File: src/rtl/vga_timing_gen.sv
// VGA timing generator: pixel/line counters with registered sync, blank and frame-start decode.
// Optional macro VGA_SYNC_ALIGN_EN adds a 2-stage pix_ce-gated delay on hs/vs/blank (exported blank_d).
module vga_timing_gen #(
  parameter int H_ACTIVE = 640,
  parameter int H_FP     = 16,
  parameter int H_SYNC   = 96,
  parameter int H_BP     = 48,
  parameter int V_ACTIVE = 480,
  parameter int V_FP     = 10,
  parameter int V_SYNC   = 2,
  parameter int V_BP     = 33
) (
  input  logic       vga_clk,
  input  logic       reset,
  input  logic       pix_ce,
  output logic [9:0] DrawX,
  output logic [9:0] DrawY,
  output logic       hs,
  output logic       vs,
  output logic       blank,
  output logic       frame_start
`ifdef VGA_SYNC_ALIGN_EN
  ,
  output logic       blank_d
`endif
);

  localparam int H_TOTAL = H_ACTIVE + H_FP + H_SYNC + H_BP;
  localparam int V_TOTAL = V_ACTIVE + V_FP + V_SYNC + V_BP;

  localparam logic [9:0] H_LAST   = 10'(H_TOTAL - 1);
  localparam logic [9:0] V_LAST   = 10'(V_TOTAL - 1);
  localparam logic [9:0] H_VIS    = 10'(H_ACTIVE);
  localparam logic [9:0] V_VIS    = 10'(V_ACTIVE);
  localparam logic [9:0] HS_START = 10'(H_ACTIVE + H_FP);
  localparam logic [9:0] HS_END   = 10'(H_ACTIVE + H_FP + H_SYNC);
  localparam logic [9:0] VS_START = 10'(V_ACTIVE + V_FP);
  localparam logic [9:0] VS_END   = 10'(V_ACTIVE + V_FP + V_SYNC);

  logic [9:0] x_reg;
  logic [9:0] x_next;
  logic [9:0] y_reg;
  logic [9:0] y_next;
  logic       hs_reg;
  logic       hs_next;
  logic       vs_reg;
  logic       vs_next;
  logic       blank_reg;
  logic       blank_next;
  logic       fs_reg;
  logic       fs_next;

  // Counter advance; any value at or past the last legal count wraps to 0.
  always_comb begin
    x_next = x_reg;
    y_next = y_reg;
    if (x_reg >= H_LAST) begin
      x_next = '0;
      if (y_reg >= V_LAST) begin
        y_next = '0;
      end else begin
        y_next = y_reg + 10'd1;
      end
    end else begin
      x_next = x_reg + 10'd1;
    end
    if (y_reg > V_LAST) begin
      y_next = '0;
    end
  end

  // Decode from the next counter values so the registered flags line up with DrawX/DrawY.
  always_comb begin
    hs_next    = ~((x_next >= HS_START) && (x_next < HS_END));
    vs_next    = ~((y_next >= VS_START) && (y_next < VS_END));
    blank_next = (x_next < H_VIS) && (y_next < V_VIS);
    fs_next    = (x_next == '0) && (y_next == '0);
  end

  always_ff @(posedge vga_clk) begin
    if (reset) begin
      x_reg     <= '0;
      y_reg     <= '0;
      hs_reg    <= 1'b1;
      vs_reg    <= 1'b1;
      blank_reg <= 1'b1;
      fs_reg    <= 1'b1;
    end else if (pix_ce) begin
      x_reg     <= x_next;
      y_reg     <= y_next;
      hs_reg    <= hs_next;
      vs_reg    <= vs_next;
      blank_reg <= blank_next;
      fs_reg    <= fs_next;
    end
  end

  assign DrawX       = x_reg;
  assign DrawY       = y_reg;
  assign frame_start = fs_reg;
  assign blank       = blank_reg;

`ifdef VGA_SYNC_ALIGN_EN
  // Delay line matching the mappers' ROM-plus-register RGB latency; each entry is {hs, vs, blank}.
  localparam int ALIGN_STAGES = 2;
  logic [2:0] align_reg [ALIGN_STAGES];

  always_ff @(posedge vga_clk) begin
    if (reset) begin
      for (int i = 0; i < ALIGN_STAGES; i++) begin
        align_reg[i] <= 3'b111;
      end
    end else if (pix_ce) begin
      align_reg[0] <= {hs_reg, vs_reg, blank_reg};
      for (int i = 1; i < ALIGN_STAGES; i++) begin
        align_reg[i] <= align_reg[i-1];
      end
    end
  end

  assign hs      = align_reg[ALIGN_STAGES-1][2];
  assign vs      = align_reg[ALIGN_STAGES-1][1];
  assign blank_d = align_reg[ALIGN_STAGES-1][0];
`else
  assign hs = hs_reg;
  assign vs = vs_reg;
`endif

endmodule
File: config.mk
export PLATFORM = sky130hd
export DESIGN_NAME = vga_timing_gen
export DESIGN_NICKNAME = d
export VERILOG_FILES = /design/src/rtl/vga_timing_gen.sv
export SDC_FILE = /design/constraint.sdc
export NUM_CORES = 1
export LEC_CHECK = 0
export ABC_AREA = 0
export ABC_CLOCK_PERIOD_IN_PS = 7400
export CAP_MARGIN = 20
export CORE_ASPECT_RATIO = 0.75
export CORE_MARGIN = 3
export CORE_UTILIZATION = 55
export DETAILED_ROUTE_END_ITERATION = 10
export HOLD_SLACK_MARGIN = 0.1
export PLACE_DENSITY_LB_ADDON = 0.12
export SYNTH_ARGS = -nofsm -noshare
export SYNTH_HDL_FRONTEND = slang
export SYNTH_SLANG_ARGS = --single-unit
File: constraint.sdc
create_clock -name vga_clk -period 7.4 [get_ports vga_clk]
set_input_delay 1.85 -clock vga_clk [delete_from_list [all_inputs] [get_ports vga_clk]]
set_output_delay 1.85 -clock vga_clk [all_outputs]
set_load 0.01 [all_outputs]
==> reports/results.txt, run 1 <==
The run finished with clean final reports. The CTS buffer count came out at 3. The tools report the number of standard-cell rows in the floorplan as 17.

The number of warnings issued by yosys is 0, and the area used by multi-input combinational logic is 0.001236 sq mm. Setup slack on the worst reg-to-reg path comes out at 4210 ps. The number of maximum-capacitance constraint violations is 0, and the largest incremental delay on the critical path is 1060 ps.

The ratio of routed vias to standard cells was 6.404; the area of the die was 0.004259 sq mm. The first global-routing pass estimated 7.831 mm of wire. Counting along the longest clock path gives a buffer depth of 2.

Global routing used 23.15% of the available tracks across all layers. Setup slack closes at 3530 ps. In this run the critical register-to-register path is captured at vs.

The number of global-route vias before repair is 1486, and the overall via count from detail_route is 1838. The detailed-routed wire length on met3 came out at 483 um. The final cell utilization of the core is 67.05%. The most area-hungry cell type in the Yosys netlist was sky130_fd_sc_hd__dfxtp_1. The flop and latch count out of synthesis came out at 24. The critical path contains buffers and inverters numbering 2 combined. In this run the static leakage power is 0.0006723 uW. Relative slew slack: 38.51%. The tools report the setup clock skew after layout as 1.068 ps.

Yosys attributes the largest share of cell area to sky130_fd_sc_hd__dfxtp_1 25%, sky130_fd_sc_hd__a21oi_1 5.2%, sky130_fd_sc_hd__nand2_1 4.3%. The final estimated routing congestion in global placement is 0.9190. Setup repair after global routing left no endpoint under its margin. The total count of max-transition violations in the final report is 0. The area share of the largest cell type after synthesis was 24.92%. The post-cts repair resize count came out at 0.

The top routing layer in use is met4. The net total in the final layout was 256. The number of post-CTS setup repair buffers was 0. After detailed placement, the total cell area comes to 0.002039 sq mm.

The run gives 1 as the number of levels in the clock H-tree. Along the worst path, the maximum fanout reaches 22. Counting flops with a built-in enable in the synthesized netlist gives 0. The tools report the critical path startpoint category as a primary input. The highest attainable clock frequency is 258.4 MHz, and the post-route standard cell area excluding fillers is 0.002111 sq mm. Sequential cells were found to cover 24.92% of the synthesized design area. The routed length on met1 was 2.363 mm. The final setup violation count was 0. Subtracting the final worst setup slack from the clock period gives 3870 ps. The endpoint kind of the worst setup timing path was a flip-flop.

The clock-pin slew on the worst setup and hold paths is 90 ps. Among all flip-flop cells after synthesis, the most frequent one is sky130_fd_sc_hd__dfxtp_1. The routed length per placed instance is 16.62 um, and the remaining global-route overflow is 0. The count of nets left with antenna violations once routing finished came out at 0. In this run, distinct cell masters in the synthesized netlist total 61. After synthesis, the share of flip-flops with an asynchronous set or reset is 0%. The tools report the wire length reported by the detailed router as 4.771 mm. The tools report the total of fill cells in the finished design as 266. The category of the most critical setup path was in -> reg. For the total nets after synthesis, the log shows 247. The tree is rooted in a sky130_fd_sc_hd__clkbuf_8. The count of endpoints failing hold in the final timing report was 0; the worst-margin pin slew was 919.4 ps. The final sum of negative setup slack is 0 ps, and the average cell area after synthesis is 8.000 sq um.

The run gives 3.353 mm as the detailed placer's ending HPWL. The most frequent cell after synthesis is sky130_fd_sc_hd__dfxtp_1. The wire length on met2 is 1.902 mm. The run gives 61.25% as the starting utilization of the core area. The die boundary height is 57.28 um. The depth of the most critical reg-to-reg path came out at 7. Entering global routing, the biggest net connects 26 pins. The critical path ends at DrawX[6]. The critical path starts at pix_ce. In the final layout, the share of cells above drive strength 1 is 10.04%. The clock reaches the later pin of the worst-skew pair after 270 ps.

The maximum vdd drop is 0.07543 mV. The detailed router finished its first iteration with 154 violations. The number of antenna diodes in the final layout is 0.

27 I/O pins were placed. Number of buffer cells added on primary ports: 26. For this design, the CTS-stage hold fixing added 0 buffers. The first TritonRoute pass finished after 4 iterations.

By count the netlist is led by 24 x sky130_fd_sc_hd__dfxtp_1, 22 x sky130_fd_sc_hd__nand2_1, 22 x sky130_fd_sc_hd__nor2_1, 20 x sky130_fd_sc_hd__a21oi_1, 12 x sky130_fd_sc_hd__o21ai_0. Dividing total power by cell area gives a power density of 129.2 mW/mm^2. Data on the critical path is required at its endpoint by 7590 ps. The startpoint identified for the worst register-to-register timing path is DrawX[0]. The number of antenna violations at the first check in global routing was 0; the area overhead of the layout relative to synthesis was 9.474%. TritonCTS built the clock tree.

The logs give 0.001928 sq mm for the post-synthesis cell area and 3270 ps for the worst-case setup slack after placement. Hold timing on the final database bottoms out at a slack of 534.5 ps. The die is 74.37 um wide. Dividing the final minimum period by the clock period gives 52.30%. Traced cell by cell, the critical path runs through clkdlybuf4s50_1, inv_1, or4_1, a21oi_1. At the worst endpoint, the arrival time is 4060 ps. In the final layout, flip-flops and latches occupy 480.5 sq um. The highest-delay cell along the critical path was sky130_fd_sc_hd__clkdlybuf4s50_1. The gate family responsible for the most delay along the worst path was buffers and inverters. The depth of the critical timing path with buffers and inverters included works out to 4.

The tools report the post-synthesis instance total as 241. The run gives 24 as the number of sinks driven by the clock tree. Kind of path behind the tightest hold check: reg -> reg. For this run, design rule violations remaining after detail routing come to 0. The region available for standard cell placement spans 0.003148 sq mm.
[worst register-to-register path, stage by stage (launching register included)]
cell and delay, ps:
sky130_fd_sc_hd__dfxtp_1 490, sky130_fd_sc_hd__ha_1 400, sky130_fd_sc_hd__and4_1 540, sky130_fd_sc_hd__o21ai_2 290
sky130_fd_sc_hd__or4_1 610, sky130_fd_sc_hd__a21oi_2 190, sky130_fd_sc_hd__nand4_1 150, sky130_fd_sc_hd__o41a_1 410
[kinds of logic after synthesis]
family / Yosys count / share of synthesized area (%)
xor+xnor: 4 / 1.817
fa+ha+maj: 3 / 1.947
compound gates: 68 / 25.18
mux: 6 / 3.180
simple gates: 110 / 31.99
buf+inv: 26 / 10.97
flops: 24 / 24.92
[worst min-delay path by stage]
stage                startpoint     endpoint  slack (ps)  cells after the start
floorplan           frame_start  frame_start         520                      2
global placement    frame_start  frame_start         500                      2
global route        frame_start  frame_start         550                      2
detailed placement  frame_start  frame_start         500                      2
finish              frame_start  frame_start         530                      2
CTS                 frame_start  frame_start         520                      2
[power by group]
group / internal, uW / leakage [uW] / switching [uW]
combinational: 9.28 / 0.000442 / 10.7
sequential: 131 / 0.000195 / 3.86
clock: 72.4 / 0.0000357 / 45.3
total: 213 / 0.000672 / 59.8
[metal layers]
layer | GRT usage (%) | up-vias
li1 | - | 908
met1 | 39.74 | 852
met2 | 29.16 | 76
met3 | 4.401 | 2
met4 | 3.299 | 0
met5 | 0 | -
[through the flow]
stage / power (uW) / cells
detailed placement: 157.8 / 283
global placement: 157.7 / 283
finish: 272.8 / 287
global route: 280.3 / 287
CTS: 274.3 / 287
floorplan: 152.8 / 241
[placed cells by master, fill, tap and decap left out, drive strengths merged, types with 2 or more instances in the layout]
master         Yosys  routed
a211o              2       2
a211oi             2       2
a21oi             22      22
a31oi              5       5
and2               5       5
and3               2       2
and4               3       3
clkbuf            16       3
clkdlybuf4s50      0      26
dfxtp             24      24
ha                 3       3
inv                4       4
mux2i              5       5
nand2             22      22
nand2b             3       3
nand3              8       8
nand4              6       6
nor2              22      22
nor2b              4       4
nor3              11      11
nor4               3       3
nor4b              3       3
o211ai             2       2
o21ai             15      15
o31ai              6       6
or3                7       7
or4                8       8
xnor2              4       4
[cell type report]
| cell class | count | area share (%) |
|---|---|---|
| tap | 38 | 2.253 |
| clock inverter | 1 | 1.423 |
| multi-input combinational | 191 | 58.57 |
| timing repair buffer | 26 | 12.33 |
| clock buffer | 3 | 1.956 |
| inverter | 4 | 0.7113 |
| sequential | 24 | 22.76 |
Note: power is estimated with default switching activity, not from simulation.
==> inputs of run 2 (changes only) <==
--- a/config.mk
+++ b/config.mk
@@ -6,11 +6,11 @@
 export NUM_CORES = 1
 export LEC_CHECK = 0
 export ABC_AREA = 0
-export ABC_CLOCK_PERIOD_IN_PS = 7400
+export ABC_CLOCK_PERIOD_IN_PS = 3300
 export CAP_MARGIN = 20
 export CORE_ASPECT_RATIO = 0.75
 export CORE_MARGIN = 3
-export CORE_UTILIZATION = 55
+export CORE_UTILIZATION = 50
 export DETAILED_ROUTE_END_ITERATION = 10
 export HOLD_SLACK_MARGIN = 0.1
 export PLACE_DENSITY_LB_ADDON = 0.12
==> constraint.sdc (replaced) <==
create_clock -name vga_clk -period 3.3 [get_ports vga_clk]
set_input_delay 0.825 -clock vga_clk [delete_from_list [all_inputs] [get_ports vga_clk]]
set_output_delay 0.825 -clock vga_clk [all_outputs]
set_load 0.01 [all_outputs]
==> reports/results.txt, run 2 (synthesized netlist as in run 1, its figures left out) <==
The flow ran to the end, and the final reports show no timing, DRC or antenna violations. The clock network latency to the later pin of the worst-skew pair was 270 ps. At the worst endpoint, the required time is 3450 ps. On the critical path, the stage with the largest delay is an instance of sky130_fd_sc_hd__or4_4.

After layout, the worst path uses 88.28% of the clock period. After detailed routing, the wire length on met1 is 2.693 mm. The wire length reported by the detailed router was 5.163 mm. Routability-driven placement finished with a final weighted congestion of 0.9502. The leading cell type in the layout, fill and taps excluded is sky130_fd_sc_hd__clkdlybuf4s50_1.

The largest incremental delay on the critical path is 520 ps. The category of the most critical setup path was reg -> reg. Cells with a size suffix above 1 make up 12.16% of the layout.

Endpoint kind of the worst setup timing path: a flip-flop. The minimum clock period after layout was 2913 ps; the remaining global-route overflow was 0. Measured on the finished design, the core utilization comes to 61.72%. The clock-pin slew on the worst setup and hold paths came out at 90 ps. The clock drives 24 sinks. The area of the die was 0.004645 sq mm; the first-pass GRT wire length was 8.576 mm. The logs give 0.2107 mV for the maximum vdd drop and 346 for the initial DRC count. At the pin with the least slew margin, the transition time is 516.7 ps. In the layout the commonest cells are 26 x sky130_fd_sc_hd__clkdlybuf4s50_1, 24 x sky130_fd_sc_hd__dfxtp_1, 22 x sky130_fd_sc_hd__nor2_1, 22 x sky130_fd_sc_hd__nand2_1, 20 x sky130_fd_sc_hd__a21oi_1. Walking the worst path, the cells encountered are ha_1, and4_1, o211ai_4, or4_4, a21oi_2, nand4_1, o41a_1.

Highest attainable clock frequency: 343.3 MHz. The post-route standard cell area excluding fillers is 0.002155 sq mm, and the number of buffers on the longest clock path is 2. Headroom to the max-slew limit came out at 65.50%. The tool flagged a number of max-cap violations equal to 0.

The starting utilization of the core area came out at 55.23%. The min-delay analysis places its worst path in the category reg -> reg. The analysis attributes to cell leakage a power of 0.0006955 uW. Once detail routing completed, the nets flagged for antenna violations numbered 0. The worst path arrival time was 3070 ps.

The number of buffer cells added on primary ports was 26; the final setup violation count was 0. Detailed placer's ending HPWL: 3.680 mm. The run gives 0 as the number of antenna violations at the first check in global routing. The top routing layer in use was met4. The floorplan die width was 77.71 um. For the CTS buffer count, the log shows 3.

The tools report the overall via count from detail_route as 1914. After clock tree synthesis, the setup repair step added 0 buffers. Power spread over the standard cell area amounts to 257.9 mW/mm^2. TritonCTS built the clock tree. For this design the top-level I/O count stands at 27. The tools report the critical path startpoint category as a flip-flop.

Gates resized during post-CTS repair numbered 0. The floorplan core area was 0.003491 sq mm; the count of endpoints failing hold in the final timing report was 0. The post-detailed-route DRC marker count was 0; the number of levels in the clock H-tree was 1. After clock tree synthesis, the flow added hold-fix buffers numbering 0.

The number of global-route vias before repair was 1600; the die boundary height was 59.78 um. The total placed instance area was 0.002100 sq mm. The largest net degree at the start of global routing came out at 22. On the final layout, the worst clock skew is 10.30 ps. The area overhead of the layout relative to synthesis is 11.75%, and the final sum of negative setup slack is 0 ps. Before antenna repair, the detailed router went through 7 iterations.

Dividing the detail-routed via count by the number of cells gives 6.275. Of all nets on the critical path, the largest fanout is 10. Routed length per placed instance: 16.93 um. The run gives 395 um as the detailed-routed wire length on met3. For the diode insertion count for antenna repair, the log shows 0. The net count of the finished layout is 262. For the total count of max-transition violations in the final report, the log shows 0.

Setup repair after global routing left no endpoint under its margin. The tools report the buffer type at the clock tree root as sky130_fd_sc_hd__clkbuf_8. The overall routing resource usage was 23.25%. Wire length on met2: 2.050 mm. In this run the core area contains 18 standard-cell rows.
[run 2: changes by cell type in the layout (fill, tap and decap cells not counted), sizes merged]
| cell | delta |
|---|---|
| clkbuf | +1 |
| bufinv | -1 |
| buf | +6 |
[run 2: worst max-delay path, delay by kind of cell, from the launching register on]
| family | cells | cell delay [ps] |
|---|---|---|
| AO/OA/AOI/OAI | 3 | 790 |
| adder cells (fa/ha/maj) | 1 | 370 |
| flip-flops | 1 | 460 |
| AND/OR/NAND/NOR | 3 | 1170 |
[run 2: path summary, 6_finish.rpt]
kind	to	cells after the start	startpoint	slack [ps]
max	vs	7	DrawX[1]	390
min	frame_start	2	frame_start	540
max reg2reg	vs	7	DrawX[1]	390
min reg2reg	frame_start	2	frame_start	540
[run 2: power by group]
part           switching [uW]  internal, uW
Clock                    98.6           107
Sequential               8.43           294
Combinational            25.5          22.0
[run 2: per-stage QoR]
step / hold WS (ps) / setup WS (ps) / std cells / total power (uW)
final: 540.0 / 386.8 / 305 / 555.7
after global routing: 556.7 / 188.9 / 305 / 578.9
after CTS: 536.1 / 411.0 / 305 / 560.4
after detailed placement: 500.4 / 440.3 / 301 / 356.7
after global placement: 516.9 / 528.1 / 301 / 356.5
after floorplan: 516.4 / 809.7 / 241 / 342.7
[run 2: area by class of cell]
type,count,area (sq um)
multi-input cells,191,1236
repair buffers,32,305.3
fillers,329,1336
flip-flops and latches,24,480.5
clock buffers,4,55.05
inverters,4,15.01
well taps,50,62.56
[run 2: layer usage]
layer / vias up / GRT usage (%)
li1: 918 / -
met1: 905 / 37.94
met2: 87 / 30.73
met3: 4 / 4.518
met4: 0 / 3.553
met5: - / 0
==> inputs of run 3 (changes only) <==
--- a/config.mk
+++ b/config.mk
@@ -13,7 +13,7 @@
 export CORE_UTILIZATION = 50
 export DETAILED_ROUTE_END_ITERATION = 10
 export HOLD_SLACK_MARGIN = 0.1
-export PLACE_DENSITY_LB_ADDON = 0.12
+export PLACE_DENSITY = 0.77
 export SYNTH_ARGS = -nofsm -noshare
 export SYNTH_HDL_FRONTEND = slang
 export SYNTH_SLANG_ARGS = --single-unit
==> reports/results.txt, run 3 (synthesized netlist as in run 1, its figures left out) <==
Setup repair after global routing left no endpoint under its margin. The floorplan die width works out to 77.71 um. The tools report the critical path startpoint category as a flip-flop. The count of endpoints failing hold in the final timing report is 0, and the routed length per placed instance is 16.64 um.

For this design, the slowest cell found on the critical path is sky130_fd_sc_hd__or4_4. The areal power density over the cells is 287.5 mW/mm^2, and the highest attainable clock frequency is 341.2 MHz. The launch point of the worst reg-to-reg path was DrawX[1]. The cell sitting at the root of the clock tree is a sky130_fd_sc_hd__clkbuf_8. During I/O placement, the number of pins put on the boundary was 27. In this run the core area contains 18 standard-cell rows. In the global route stage, overall resource usage came out at 21.94%. Measured along the y axis, the die boundary spans 59.78 um. The number of hold buffers added after CTS was 0.

The number of cells on the worst hold path is 2, and the final antenna-violating net count is 0. Maximum fanout along the worst path: 10. The worst register-to-register path has a setup slack of 370 ps. Total power: 619.7 uW. The run gives 0.004645 sq mm as the area of the die.

The tools report the final setup violation count as 0. Of the cells placed in the final design, the portion with a size suffix greater than 1 is 11.46%. The tools report the CTS buffer count as 3. Summed over all failing endpoints, the final setup total negative slack is 0 ps. Clock-pin slew was measured on the worst setup and hold paths at 90 ps. The ratio of routed vias to standard cells came out at 6.363. The sequential cells in the finished layout cover a total of 480.5 sq um. Leaving out fill and tap cells, the most frequent cell in the layout is sky130_fd_sc_hd__clkdlybuf4s50_1. Sequential cells burn 48.9% of the power. The routed layout has 1928 vias. After the first detailed-routing iteration, the DRC count stood at 223.

In the final layout, the multi-input gates occupy 0.001236 sq mm. The setup clock skew after layout was 4.962 ps. The filler cells instantiated in the layout total 311.

For the number of antenna violations at the first check in global routing, the log shows 0. The run gives 260 as the net total in the final layout. The internal power consumption was 479.1 uW. The critical path contains buffers and inverters numbering 0 combined. Minimum clock period after layout: 2931 ps. 0 antenna diodes ended up in the layout. The worst setup path is captured at a flip-flop. The number of levels in the clock H-tree came out at 1. In this run the most critical hold path is launched from frame_start. The tool flagged a number of max-cap violations equal to 0.

Final cell utilization of the core: 61.76%. Detailed placement finished with a half-perimeter wire length of 3.568 mm. In this run the post-CTS setup repair buffer count came out at 0. Dividing the final minimum period by the clock period gives 88.81%. The logs give 24 for the number of sinks driven by the clock tree and 65.33% for the relative slew slack. The final layout contains routed wiring with a total length of 5.043 mm. No sink is reached through more buffers than the 2 on the longest clock path. The core region is 0.003491 sq mm. OpenSTA, run right after detailed placement, puts the worst setup slack at 439.4 ps.

The largest single stage delay on the critical path is 520 ps. The switching power as a share of total power works out to 22.70%. Walking the worst path, the cells encountered are ha_1, and4_1, o211ai_4, or4_4, a21oi_2, nand4_1, o41a_1. The initial utilization of the core area, before any placement, comes to 55.23%.

The most critical setup path has its startpoint at DrawX[1]. The depth of the most critical reg-to-reg path is 7. In this run the power spent charging and discharging nets is 140.7 uW.

The analysis attributes to cell leakage a power of 0.0006915 uW. The total count of max-transition violations in the final report was 0. The critical path in this run is classified as reg -> reg. Compared with the post-synthesis result, the final layout area differs by 11.81%. Across the VDD grid, the largest voltage drop is 0.2755 mV. The post-detailed-route DRC marker count was 0; the clock network latency to the later pin of the worst-skew pair was 280 ps. The first global-routing pass estimated 8.204 mm of wire.

The relative contribution of combinational cells to total power came out at 7.6%. The number of buffer cells added on primary ports works out to 26. For the worst setup path, the data arrival time is 3100 ps. Gates resized during post-CTS repair numbered 0.

For the final estimated routing congestion in global placement, the log shows 0.9288. The run finished with clean final reports. Data on the critical path is required at its endpoint by 3470 ps. The kind of path behind the tightest hold check was reg -> reg. Across all setup checks in the final design, the least slack found is 369.2 ps.

The run gives 1575 as the number of global-route vias before repair. The part of the power in the clock network was 43.5%. The kind of cell with the highest combined delay along the critical path is simple AND/OR/NAND/NOR gates. Entering global routing, the biggest net connects 22 pins.

After global routing the overflow that remains totals 0. At the pin with the least slew margin, the transition time is 519.4 ps. The tools report the worst-case hold path end point as frame_start. TritonCTS built the clock tree. In the layout the commonest cells are 26 x sky130_fd_sc_hd__clkdlybuf4s50_1, 24 x sky130_fd_sc_hd__dfxtp_1, 22 x sky130_fd_sc_hd__nor2_1, 22 x sky130_fd_sc_hd__nand2_1, 20 x sky130_fd_sc_hd__a21oi_1. For the length of the first detailed-routing pass in iterations, the log shows 6.

The endpoint identified for the worst register-to-register timing path is vs.
run 3: worst register-to-register path, stage by stage, from the launching register on:
cell and delay (ps):
sky130_fd_sc_hd__dfxtp_1 460, sky130_fd_sc_hd__ha_1 370, sky130_fd_sc_hd__and4_1 520, sky130_fd_sc_hd__o211ai_4 190, sky130_fd_sc_hd__or4_4 520, sky130_fd_sc_hd__a21oi_2 190, sky130_fd_sc_hd__nand4_1 170, sky130_fd_sc_hd__o41a_1 400
run 3: final cells by class:
class	instances	share of cell area, %
clock buffers	3	1.915
clock inverters	1	1.393
multi-input cells	191	57.34
flip-flops and latches	24	22.29
well taps	50	2.902
repair buffers	30	13.46
inverters	4	0.6965
run 3: power by group through the flow:
stage | combinational (uW) | sequential, uW | clock [uW]
CTS | 47.1 | 303 | 273
finish | 47.2 | 303 | 269
global route | 51.1 | 304 | 283
floorplan | 34.9 | 308 | 0
global placement | 46.7 | 309 | 0
detailed placement | 46.8 | 309 | 0
run 3: through the flow:
stage          instance area (sq um)  cells  hold WS (ps)
2_1_floorplan                   1928    241         516.4
3_3_place_gp                    2085    299         509.4
3_5_place_dp                    2085    299         539.5
4_1_cts                         2156    303         565.8
5_1_grt                         2156    303         587.2
6_report                        2156    303         568.9
run 3: how the worst max path moves through the flow:
stage               end  slack [ps]  cells past startpoint
floorplan            vs         810                      9
global placement     vs         510                      7
detailed placement   vs         440                      7
CTS                  vs         400                      7
global route         vs         190                      7
finish               vs         370                      7
run 3: per-layer routing:
layer	routed length, um	part of all wire, %	vias to the layer above	GRT usage [%]
li1	-	-	922	-
met1	2400	48	893	34.61
met2	2014	40	99	29.51
met3	566	11	14	5.873
met4	63	1.2	0	3.046
met5	0	0	-	0
